==> config.mk <==
export PLATFORM = sky130hd
export DESIGN_NAME = uart_tx_engine
export DESIGN_NICKNAME = d
export VERILOG_FILES = /design/src/rtl/uart_tx_engine_pkg.sv /design/src/rtl/uart_sync_fifo.sv /design/src/rtl/uart_tx_engine.sv
export SDC_FILE = /design/constraint.sdc
export NUM_CORES = 1
export LEC_CHECK = 0
export ABC_CLOCK_PERIOD_IN_PS = 5350
export CORE_ASPECT_RATIO = 1.4
export CORE_UTILIZATION = 25
export DETAILED_ROUTE_END_ITERATION = 12
export MAX_ROUTING_LAYER = met4
export PLACE_DENSITY = 0.45
export SLEW_MARGIN = 10
export SYNTH_ARGS = -nofsm -noshare
export SYNTH_HDL_FRONTEND = slang
export SYNTH_SLANG_ARGS = --single-unit
==> constraint.sdc <==
create_clock -name Clk -period 5.35 [get_ports Clk]
set_input_delay 1.07 -clock Clk [delete_from_list [all_inputs] [get_ports Clk]]
set_output_delay 1.07 -clock Clk [all_outputs]
set_load 0.1 [all_outputs]
==> src/rtl/uart_tx_engine_pkg.sv <==
// Shared types and helpers for the UART transmit engine: parity modes, FSM
// states, frame length and parity-bit calculation.
package uart_pkg;

   localparam int MAX_DATA_WIDTH = 9;

   typedef enum logic [1:0] {
      PAR_NONE = 2'b00,
      PAR_ODD  = 2'b01,
      PAR_EVEN = 2'b10,
      PAR_MARK = 2'b11
   } parity_e;

   typedef enum logic [2:0] {
      ST_IDLE  = 3'd0,
      ST_START = 3'd1,
      ST_DATA  = 3'd2,
      ST_PAR   = 3'd3,
      ST_STOP1 = 3'd4,
      ST_STOP2 = 3'd5
   } tx_state_e;

   // Clocks occupied by one frame: start + data + optional parity + stop bit(s).
   function automatic int unsigned frame_clocks(
      input int unsigned baud_div,
      input int unsigned data_width,
      input parity_e     par,
      input logic        stop2
   );
      int unsigned bits;
      bits = 32'd2 + data_width + ((par != PAR_NONE) ? 32'd1 : 32'd0)
           + (stop2 ? 32'd1 : 32'd0);
      return (baud_div + 32'd1) * bits;
   endfunction

   function automatic logic parity_bit(
      input logic [MAX_DATA_WIDTH-1:0] data,
      input parity_e                   par
   );
      logic p;
      case (par)
         PAR_ODD:  p = ~(^data);
         PAR_EVEN: p = ^data;
         PAR_MARK: p = 1'b1;
         default:  p = 1'b0;
      endcase
      return p;
   endfunction

endpackage

==> src/rtl/uart_sync_fifo.sv <==
// Synchronous FIFO with a registered occupancy counter, drop-on-full writes
// and a one-cycle overflow pulse; a pop frees room for a same-cycle write.
module uart_sync_fifo #(
   parameter int width      = 8,
   parameter int depth_log2 = 4
) (
   input  logic                  Clk,
   input  logic                  Rst,
   input  logic                  Wr,
   input  logic [width-1:0]      WD,
   input  logic                  Rd,
   output logic [width-1:0]      RD,
   output logic                  Full,
   output logic                  Empty,
   output logic [depth_log2:0]   Cnt,
   output logic                  Ovf
);
   localparam int CW      = depth_log2 + 1;
   localparam int DEPTH_N = 1 << depth_log2;
   localparam logic [CW-1:0]         DEPTH   = CW'(DEPTH_N);
   localparam logic [CW-1:0]         CNT_ONE = CW'(1);
   localparam logic [depth_log2-1:0] PTR_ONE = depth_log2'(1);

   logic [width-1:0]      mem_r [0:DEPTH_N-1];
   logic [depth_log2-1:0] wr_ptr_r;
   logic [depth_log2-1:0] rd_ptr_r;
   logic [CW-1:0]         cnt_r;
   logic                  ovf_r;
   logic                  rd_en_s;
   logic                  wr_en_s;

   assign Full  = (cnt_r == DEPTH);
   assign Empty = (cnt_r == '0);
   assign Cnt   = cnt_r;
   assign Ovf   = ovf_r;
   assign RD    = mem_r[rd_ptr_r];

   // Accept a write when there is room now or the same-cycle pop makes room.
   always_comb begin
      rd_en_s = Rd && !Empty;
      wr_en_s = Wr && (!Full || rd_en_s);
   end

   // Pointers, occupancy counter and overflow pulse.
   always_ff @(posedge Clk) begin
      if (Rst) begin
         wr_ptr_r <= '0;
         rd_ptr_r <= '0;
         cnt_r    <= '0;
         ovf_r    <= 1'b0;
      end else begin
         if (wr_en_s) begin
            wr_ptr_r <= wr_ptr_r + PTR_ONE;
         end
         if (rd_en_s) begin
            rd_ptr_r <= rd_ptr_r + PTR_ONE;
         end
         if (wr_en_s && !rd_en_s) begin
            cnt_r <= cnt_r + CNT_ONE;
         end else if (rd_en_s && !wr_en_s) begin
            cnt_r <= cnt_r - CNT_ONE;
         end
         ovf_r <= Wr && !wr_en_s;
      end
   end

   // Storage array; a write in a reset cycle is discarded.
   always_ff @(posedge Clk) begin
      if (wr_en_s && !Rst) begin
         mem_r[wr_ptr_r] <= WD;
      end
   end

endmodule

==> src/rtl/uart_tx_engine.sv <==
// UART transmit engine: FIFO-fed frame serialiser with parity, one/two stop
// bits, CTS gating of frame starts and an RS-485 driver enable.
module uart_tx_engine
   import uart_pkg::*;
#(
   parameter int pDataWidth  = 8,
   parameter int pDepth_Log2 = 4,
   parameter int pBaudWidth  = 16
) (
   input  logic                   Clk,
   input  logic                   Rst,
   input  logic                   Wr,
   input  logic [pDataWidth-1:0]  WD,
   output logic                   Full,
   output logic                   Empty,
   output logic [pDepth_Log2:0]   Cnt,
   input  logic [pDepth_Log2:0]   Thr,
   output logic                   iTHE,
   output logic                   Ovf,
   input  logic [pBaudWidth-1:0]  Baud_Div,
   input  logic [1:0]             Parity,
   input  logic                   Stop2,
   input  logic                   CTS_En,
   input  logic                   xCTS,
   output logic                   TxD,
   output logic                   xDE,
   output logic                   TxIdle
);
   localparam int BIT_W = $clog2(pDataWidth);
   localparam logic [pBaudWidth-1:0] BAUD_ONE = pBaudWidth'(1);
   localparam logic [BIT_W-1:0]      BIT_ONE  = BIT_W'(1);
   localparam logic [BIT_W-1:0]      BIT_LAST = BIT_W'(pDataWidth - 1);

   tx_state_e             state_r;
   logic [pBaudWidth-1:0] baud_r;
   logic [pBaudWidth-1:0] tick_cnt_r;
   logic [pDataWidth-1:0] shift_r;
   logic [BIT_W-1:0]      bits_left_r;
   logic                  par_bit_r;
   logic                  has_par_r;
   logic                  stop2_r;
   logic                  txd_r;
   logic                  xde_r;

   logic [pDataWidth-1:0] head_s;
   logic                  fifo_empty_s;
   logic [pDepth_Log2:0]  fifo_cnt_s;
   logic                  can_start_s;
   logic                  bit_done_s;
   logic                  frame_end_s;
   logic                  pop_s;

   uart_sync_fifo #(
      .width      (pDataWidth),
      .depth_log2 (pDepth_Log2)
   ) u_fifo (
      .Clk   (Clk),
      .Rst   (Rst),
      .Wr    (Wr),
      .WD    (WD),
      .Rd    (pop_s),
      .RD    (head_s),
      .Full  (Full),
      .Empty (fifo_empty_s),
      .Cnt   (fifo_cnt_s),
      .Ovf   (Ovf)
   );

   assign Empty  = fifo_empty_s;
   assign Cnt    = fifo_cnt_s;
   assign iTHE   = (fifo_cnt_s <= Thr);
   assign TxIdle = (state_r == ST_IDLE) && fifo_empty_s;
   assign TxD    = txd_r;
   assign xDE    = xde_r;

   // A new frame starts from IDLE or straight out of the last stop bit.
   always_comb begin
      can_start_s = !fifo_empty_s && (!CTS_En || !xCTS);
      bit_done_s  = (tick_cnt_r == '0);
      frame_end_s = bit_done_s &&
                    (((state_r == ST_STOP1) && !stop2_r) || (state_r == ST_STOP2));
      pop_s       = can_start_s && ((state_r == ST_IDLE) || frame_end_s);
   end

   // Frame FSM, bit-period counter and shift register; the frame runs on
   // configuration latched at the pop.
   always_ff @(posedge Clk) begin
      if (Rst) begin
         state_r     <= ST_IDLE;
         baud_r      <= '0;
         tick_cnt_r  <= '0;
         shift_r     <= '0;
         bits_left_r <= '0;
         par_bit_r   <= 1'b0;
         has_par_r   <= 1'b0;
         stop2_r     <= 1'b0;
         txd_r       <= 1'b1;
         xde_r       <= 1'b0;
      end else if (pop_s) begin
         state_r    <= ST_START;
         txd_r      <= 1'b0;
         xde_r      <= 1'b1;
         shift_r    <= head_s;
         baud_r     <= Baud_Div;
         tick_cnt_r <= Baud_Div;
         par_bit_r  <= parity_bit(MAX_DATA_WIDTH'(head_s), parity_e'(Parity));
         has_par_r  <= (Parity != 2'b00);
         stop2_r    <= Stop2;
      end else if (state_r == ST_IDLE) begin
         txd_r <= 1'b1;
         xde_r <= 1'b0;
      end else if (!bit_done_s) begin
         tick_cnt_r <= tick_cnt_r - BAUD_ONE;
      end else begin
         tick_cnt_r <= baud_r;
         case (state_r)
            ST_START: begin
               state_r     <= ST_DATA;
               txd_r       <= shift_r[0];
               shift_r     <= {1'b0, shift_r[pDataWidth-1:1]};
               bits_left_r <= BIT_LAST;
            end
            ST_DATA: begin
               if (bits_left_r != '0) begin
                  txd_r       <= shift_r[0];
                  shift_r     <= {1'b0, shift_r[pDataWidth-1:1]};
                  bits_left_r <= bits_left_r - BIT_ONE;
               end else if (has_par_r) begin
                  state_r <= ST_PAR;
                  txd_r   <= par_bit_r;
               end else begin
                  state_r <= ST_STOP1;
                  txd_r   <= 1'b1;
               end
            end
            ST_PAR: begin
               state_r <= ST_STOP1;
               txd_r   <= 1'b1;
            end
            ST_STOP1: begin
               txd_r <= 1'b1;
               if (stop2_r) begin
                  state_r <= ST_STOP2;
               end else begin
                  state_r <= ST_IDLE;
                  xde_r   <= 1'b0;
               end
            end
            ST_STOP2: begin
               state_r <= ST_IDLE;
               txd_r   <= 1'b1;
               xde_r   <= 1'b0;
            end
            default: begin
               state_r <= ST_IDLE;
               txd_r   <= 1'b1;
               xde_r   <= 1'b0;
            end
         endcase
      end
   end

endmodule

[Word level (Yosys, flattened, before mapping)]
Memory sizes are Yosys's and may differ from the RTL's. A register that Yosys moved wholly into a read port is not among the register bits.
Cells that the tools add are included.
Operators by class
  bitwise gates (word level): 3
  multiplexer cells: 35
  order comparisons: 1
  add/sub/neg operators: 6
  equality and inequality tests: 16
  reduce and logical (&&, ||, !) cells: 41
Operators by type and width (count)
  $mux W16: 3
  $mux W8: 4
  $logic_not A16 Y1: 1
  $pmux W8 S2: 1
  $sub A16 B1 Y16 const B: 1
  $mux W1: 14
  $mux W3: 4
  $pmux W3 S4: 1
  $logic_and A1 B1 Y1: 11
  $mux W5: 2
  $reduce_and A3 Y1: 3
  $reduce_bool A3 Y1: 3
  $reduce_xor A9 Y1: 1
  $add A4 B1 Y4 const B: 2
  $logic_not A1 Y1: 8
  $mux W4: 2
  $reduce_bool A2 Y1: 4
  $eq A3 B2 Y1 const B: 2
  $eq A3 B3 Y1 const B: 2
  $ne A3 B2 Y1 const B: 2
  $pmux W3 S2: 1
  $add A5 B1 Y5 const B: 1
  $eq A5 B5 Y1 const B: 1
  $le A5 B5 Y1: 1
  other kinds (19): 27
Word-level totals
  register bits after elaboration: 65
  memories kept: 1
  logic and storage cells: 118
  RAM bits: 128
Memories
  u_fifo.mem_r: words 16, bits a word 8, read ports 1, clocked after Yosys merged registers in 1, write ports 1, line uart_sync_fifo.sv:24  | logic [width-1:0] mem_r [0:DEPTH_N-1];

[Depth between registers and ports, before layout]
  depth after elaboration: 13
  mapped depth: 17
  depth with buffers taken out: 17

[Cells and area by module]
From an unflattened synthesis, not the netlist that was laid out.
Second synthesis, totals
  cell total of the unflattened synthesis: 664
  area, all modules: 8624.5 um2
By module, submodules not included
  uart_sync_fifo: times used 1, sequential area each 4204.0 um2, area an instance 5803.1 um2, cells each 316
  uart_tx_engine: times used 1, sequential area each 1021.0 um2, area an instance 2821.5 um2, cells each 348

[Worst setup path before layout]
No wires, ideal clock.
  kind: register to output
  from: register u_fifo.cnt_r[1], in the netlist u_fifo.Cnt[1]
  to: output iTHE
  setup slack: 0.885 ns
  cell stages (with the launch flop): 8
  required time: 4.280 ns
  data arrival time: 3.395 ns
  path through: dfxtp_1 ha_1 nor2b_1 o21ai_0 nand2b_1 a21oi_1 nor2b_1 o22ai_1
Between the ends
  cells in the longest elaborated chain, start to end: 1
Ends and longest elaborated chain
  start: declaration: line uart_sync_fifo.sv:27  | logic [CW-1:0] cnt_r;
  start signal: assignment: line uart_sync_fifo.sv:59  | cnt_r <= cnt_r + CNT_ONE;
  start signal: assignment: line uart_sync_fifo.sv:61  | cnt_r <= cnt_r - CNT_ONE;
  $le A5 B5 Y1: line uart_tx_engine.sv:71  | assign iTHE = (fifo_cnt_s <= Thr);
  end: declaration: line uart_tx_engine.sv:18  | output logic iTHE,
No other way between the ends.

[Final worst setup path]
  from: register tick_cnt_r[0]
  to: register u_fifo.cnt_r[4], in the netlist u_fifo.Cnt[4]
Between the ends
  cells in the longest elaborated chain, start to end: 10
  elaborated cells between the ends (all ways): 13
Ends and longest elaborated chain
  start: declaration: line uart_tx_engine.sv:36  | logic [pBaudWidth-1:0] tick_cnt_r;
  start signal: assignment: line uart_tx_engine.sv:105  | tick_cnt_r <= Baud_Div;
  start signal: assignment: line uart_tx_engine.sv:113  | tick_cnt_r <= tick_cnt_r - BAUD_ONE;
  start signal: assignment: line uart_tx_engine.sv:115  | tick_cnt_r <= baud_r;
  $logic_not A16 Y1 (*): line uart_tx_engine.sv:79  | bit_done_s = (tick_cnt_r == '0);
  $logic_and A1 B1 Y1 (*): line uart_tx_engine.sv:80  | frame_end_s = bit_done_s &&
  $logic_or A1 B1 Y1 (*): line uart_tx_engine.sv:82  | pop_s = can_start_s && ((state_r == ST_IDLE) || frame_end_s);
  $logic_and A1 B1 Y1 (*): line uart_tx_engine.sv:82
  $logic_and A1 B1 Y1 (*): line uart_sync_fifo.sv:40  | rd_en_s = Rd && !Empty;
  $logic_or A1 B1 Y1: line uart_sync_fifo.sv:41  | wr_en_s = Wr && (!Full || rd_en_s);
  $logic_and A1 B1 Y1: line uart_sync_fifo.sv:41
  $logic_not A1 Y1: line uart_sync_fifo.sv:60  | end else if (rd_en_s && !wr_en_s) begin
  $logic_and A1 B1 Y1: line uart_sync_fifo.sv:60
  $reduce_bool A2 Y1 (no source line)
Mark *: on every way between the ends. The rest lies on a longest branch, timed or not.
A chain may end at the register's enable or synchronous reset.

==> metrics.txt <==
Gate Count Post-Synth 665; Worst-Skew Late Latency 0.44 ns; post-route minimum period 3.96 ns; final std cells w/o fill 1164; aggregate global routing overflow 0; final setup skew 0.0119 ns; share of post-route cells with drive strength above 1 12.4%; launch point of the worst path tick_cnt_r[0]; top post-synthesis cells by count edfxtp_1, nand2_1, dfxtp_1; pin slew with the least headroom to its limit 1.11 ns; Crit. End Element flip-flop; Residual DRC 0; Data required, critical path 5.72 ns; count of max-cap constraint violations 0; critical path class reg -> reg; initial standard-cell utilization of the core 25.5%; largest net degree at the start of global routing 67; top-count cell post-synth edfxtp_1; sequential cell area fraction in the yosys report 61.5%; run status complete, no violations; final hold slack 0.453 ns; number of detailed-route iterations in the first pass 4; wire length per cell after detailed routing 17.1 um; IR drop worst, VDD 273 uV; library cell with the largest summed area after synthesis edfxtp_1; dominant cells by area after synthesis edfxtp_1, dfxtp_1, mux4_2, nand2_1, a21oi_1; highest fanout seen on the critical path 12; Post-Synth XOR/XNOR Area 2.68%; Max Slew Vio Count 0; post-CTS setup-driven buffer insertion count 0; Synth-to-Final Area Change 18.3%; post-synthesis instance area 0.00849 mm2; Post-Synthesis Mean Instance Area 12.8 um2; CTS clk-pin slew, worst paths 0.08 ns; DR vias 5237; share of the clock period used by the worst path 74.1%; power density of the placed cells 500 mW/mm2; signal arrival time at the worst endpoint 4.33 ns; Final #Nets 761; width of the die 158 um; dominant combinational cell family by area after synthesis simple AND/OR/NAND/NOR gates; initial antenna violation count 0; launch instance of the worst min-delay path baud_r[5]; total routing usage reported by global routing 12.4%; setup repair after global routing missed its margin false; Placeable Area 0.0333 mm2; proportion of register bits with asynchronous set or reset after synthesis 0%; startpoint of the most critical register-to-register path tick_cnt_r[0]; total power consumption of the routed design 5.03 mW; Worst Setup Start Kind flip-flop; final design utilization 30.2%; Synth Area in Compound Gates 8.97%; number of antenna cells inserted 0; Routed Antenna Nets 0; post-synthesis share of cell area spent on and, or, nand and nor gates 11.4%; multiplexer area fraction after synthesis 9.78%; clock tree from TritonCTS yes; fraction of the mapped netlist area in adder cells 2.74%; proportion of netlist area held by the largest area contributor 45.3%; Ports 49; routed wire length 19900 um; wire length of the first global-routing pass 30800 um; FP Rows 79; half-perimeter wire length of the detailed placement result 13100 um; Placer Congestion 0.800; placed cells 1132; cell breakdown of the critical path inv_1, ha_1, nor3b_2, nand2_1, o41a_1, nor4_4, o21ai_1, buf_4, inv_2, ha_1, inv_1, fa_1, a21o_1, a21oi_1, xnor2_1, or3_1, a21oi_1; via density per instance 4.50; Die Outline Area 0.0347 mm2; worst-path cell with the longest stage delay o41a_1; Max stage delay on crit path 0.41 ns; Hold Buf Count CTS 0; count of endpoints failing hold in the final timing report 0; worst max-slew margin expressed relative to the limit 25.8%; yosys warns 0; number of input and output port buffers inserted 48; hold crit path type reg -> reg; static power due to leakage 3.32 nW; distinct cell type count of the synthesized netlist 49; drt first-iter violations 350; TritonCTS Buffers 17; CTS H-tree depth 4; clock root buffer master clkbuf_16; highest attainable clock frequency 0.252 GHz; vias in the first global route 5268; commonest register cell after synthesis edfxtp_1; flop and latch count out of synthesis 197; buffers from clock root to sink, at most 2; Setup Viol. Count Final 0; chip height 220 um; number of gates resized after CTS 0; total nets after synthesis 720; setup TNS after final layout 0 ns; Post-synth EDFFs 128; number of sinks on the clock net 197
## report_power, final
part	total (mW)	internal (mW)	switching (mW)
Sequential	1.96	1.79	0.175
Combinational	1.79	0.690	1.10
Clock	1.28	0.658	0.619
Total	5.03	3.13	1.89
## cell usage in the layout (no fill, tap or decap), types with 3 or more instances in the layout
master           instances
nand2_1                 85
clkdlybuf4s50_1         46
xnor2_1                 13
inv_6                    6
edfxtp_1               128
o21ai_0                  9
mux2i_1                 11
dfxtp_1                 68
and2_1                   5
a21oi_1                 43
nor2b_1                 10
nor4_2                   4
nor3_1                  17
inv_8                    3
buf_4                   15
a311oi_1                11
ha_1                    17
clkbuf_16               17
xor2_1                  13
nand2b_1                 5
a211oi_1                 8
nand3_1                  6
nor2_1                  53
mux4_2                  32
inv_1                   17
and3_1                   7
a22oi_1                 17
o211ai_1                13
or3_1                    3
## metal layers
metal | global-route usage, % | wire, um | vias to the layer above
met5 | - | 0 | -
met4 | 3.69 | 266 | 0
met3 | 2.20 | 711 | 16
met2 | 21.6 | 10500 | 88
met1 | 14.4 | 8440 | 2574
li1 | - | - | 2559
## path summary, 6_finish.rpt
kind,end,slack [ns],cells past startpoint
worst min-delay path,baud_r[5],0.45,2
worst max-delay path,u_fifo.Cnt[4],1.39,17
worst max register to register,u_fifo.Cnt[4],1.39,17
worst min register to register,baud_r[5],0.45,2
## logic make-up after synthesis
| kind of cell | count (synthesis) |
|---|---|
| XOR/XNOR | 26 |
| AO/OA/AOI/OAI | 116 |
| AND/OR/NAND/NOR | 206 |
| multiplexers | 43 |
| buffers and inverters | 59 |
| adder cells (fa/ha/maj) | 18 |
| flip-flops | 197 |
## area by class of cell
cell class	count	area (um2)
fillers	3391	23300
flip-flops and latches	197	5230
multi-input cells	409	3050
repair buffers	62	578
well taps	445	557
clock buffers	18	429
clock inverters	14	136
inverters	19	71.3
## sequential cells by signal, indices dropped and copies added, names as in the netlist, named ones only
register	cells
u_fifo.rd_ptr_r	4
baud_r	16
has_par_r	1
tick_cnt_r	16
state_r	3
bits_left_r	3
u_fifo.mem_r	128
par_bit_r	1
xDE	1
TxD	1
u_fifo.Cnt	5
u_fifo.Ovf	1
shift_r	8
stop2_r	1
u_fifo.wr_ptr_r	4
## through the flow
| step | worst slack (ns) | area (um2) |
|---|---|---|
| 4_1_cts | 1.30 | 10000 |
| 2_1_floorplan | 0.885 | 8490 |
| 6_report | 1.39 | 10000 |
| 3_5_place_dp | 1.17 | 9480 |
| 3_3_place_gp | 1.21 | 9480 |
| 5_1_grt | 1.12 | 10000 |
## critical path, delay by kind of cell (launching register included)
kind	cells	cell delay (ns)
simple gates	4	1.18
compound gates	5	1.02
fa+ha+maj	3	0.76
xor+xnor	1	0.09
buf+inv	4	0.49
flops	1	0.35
Note: power is estimated with default switching activity, not from simulation.
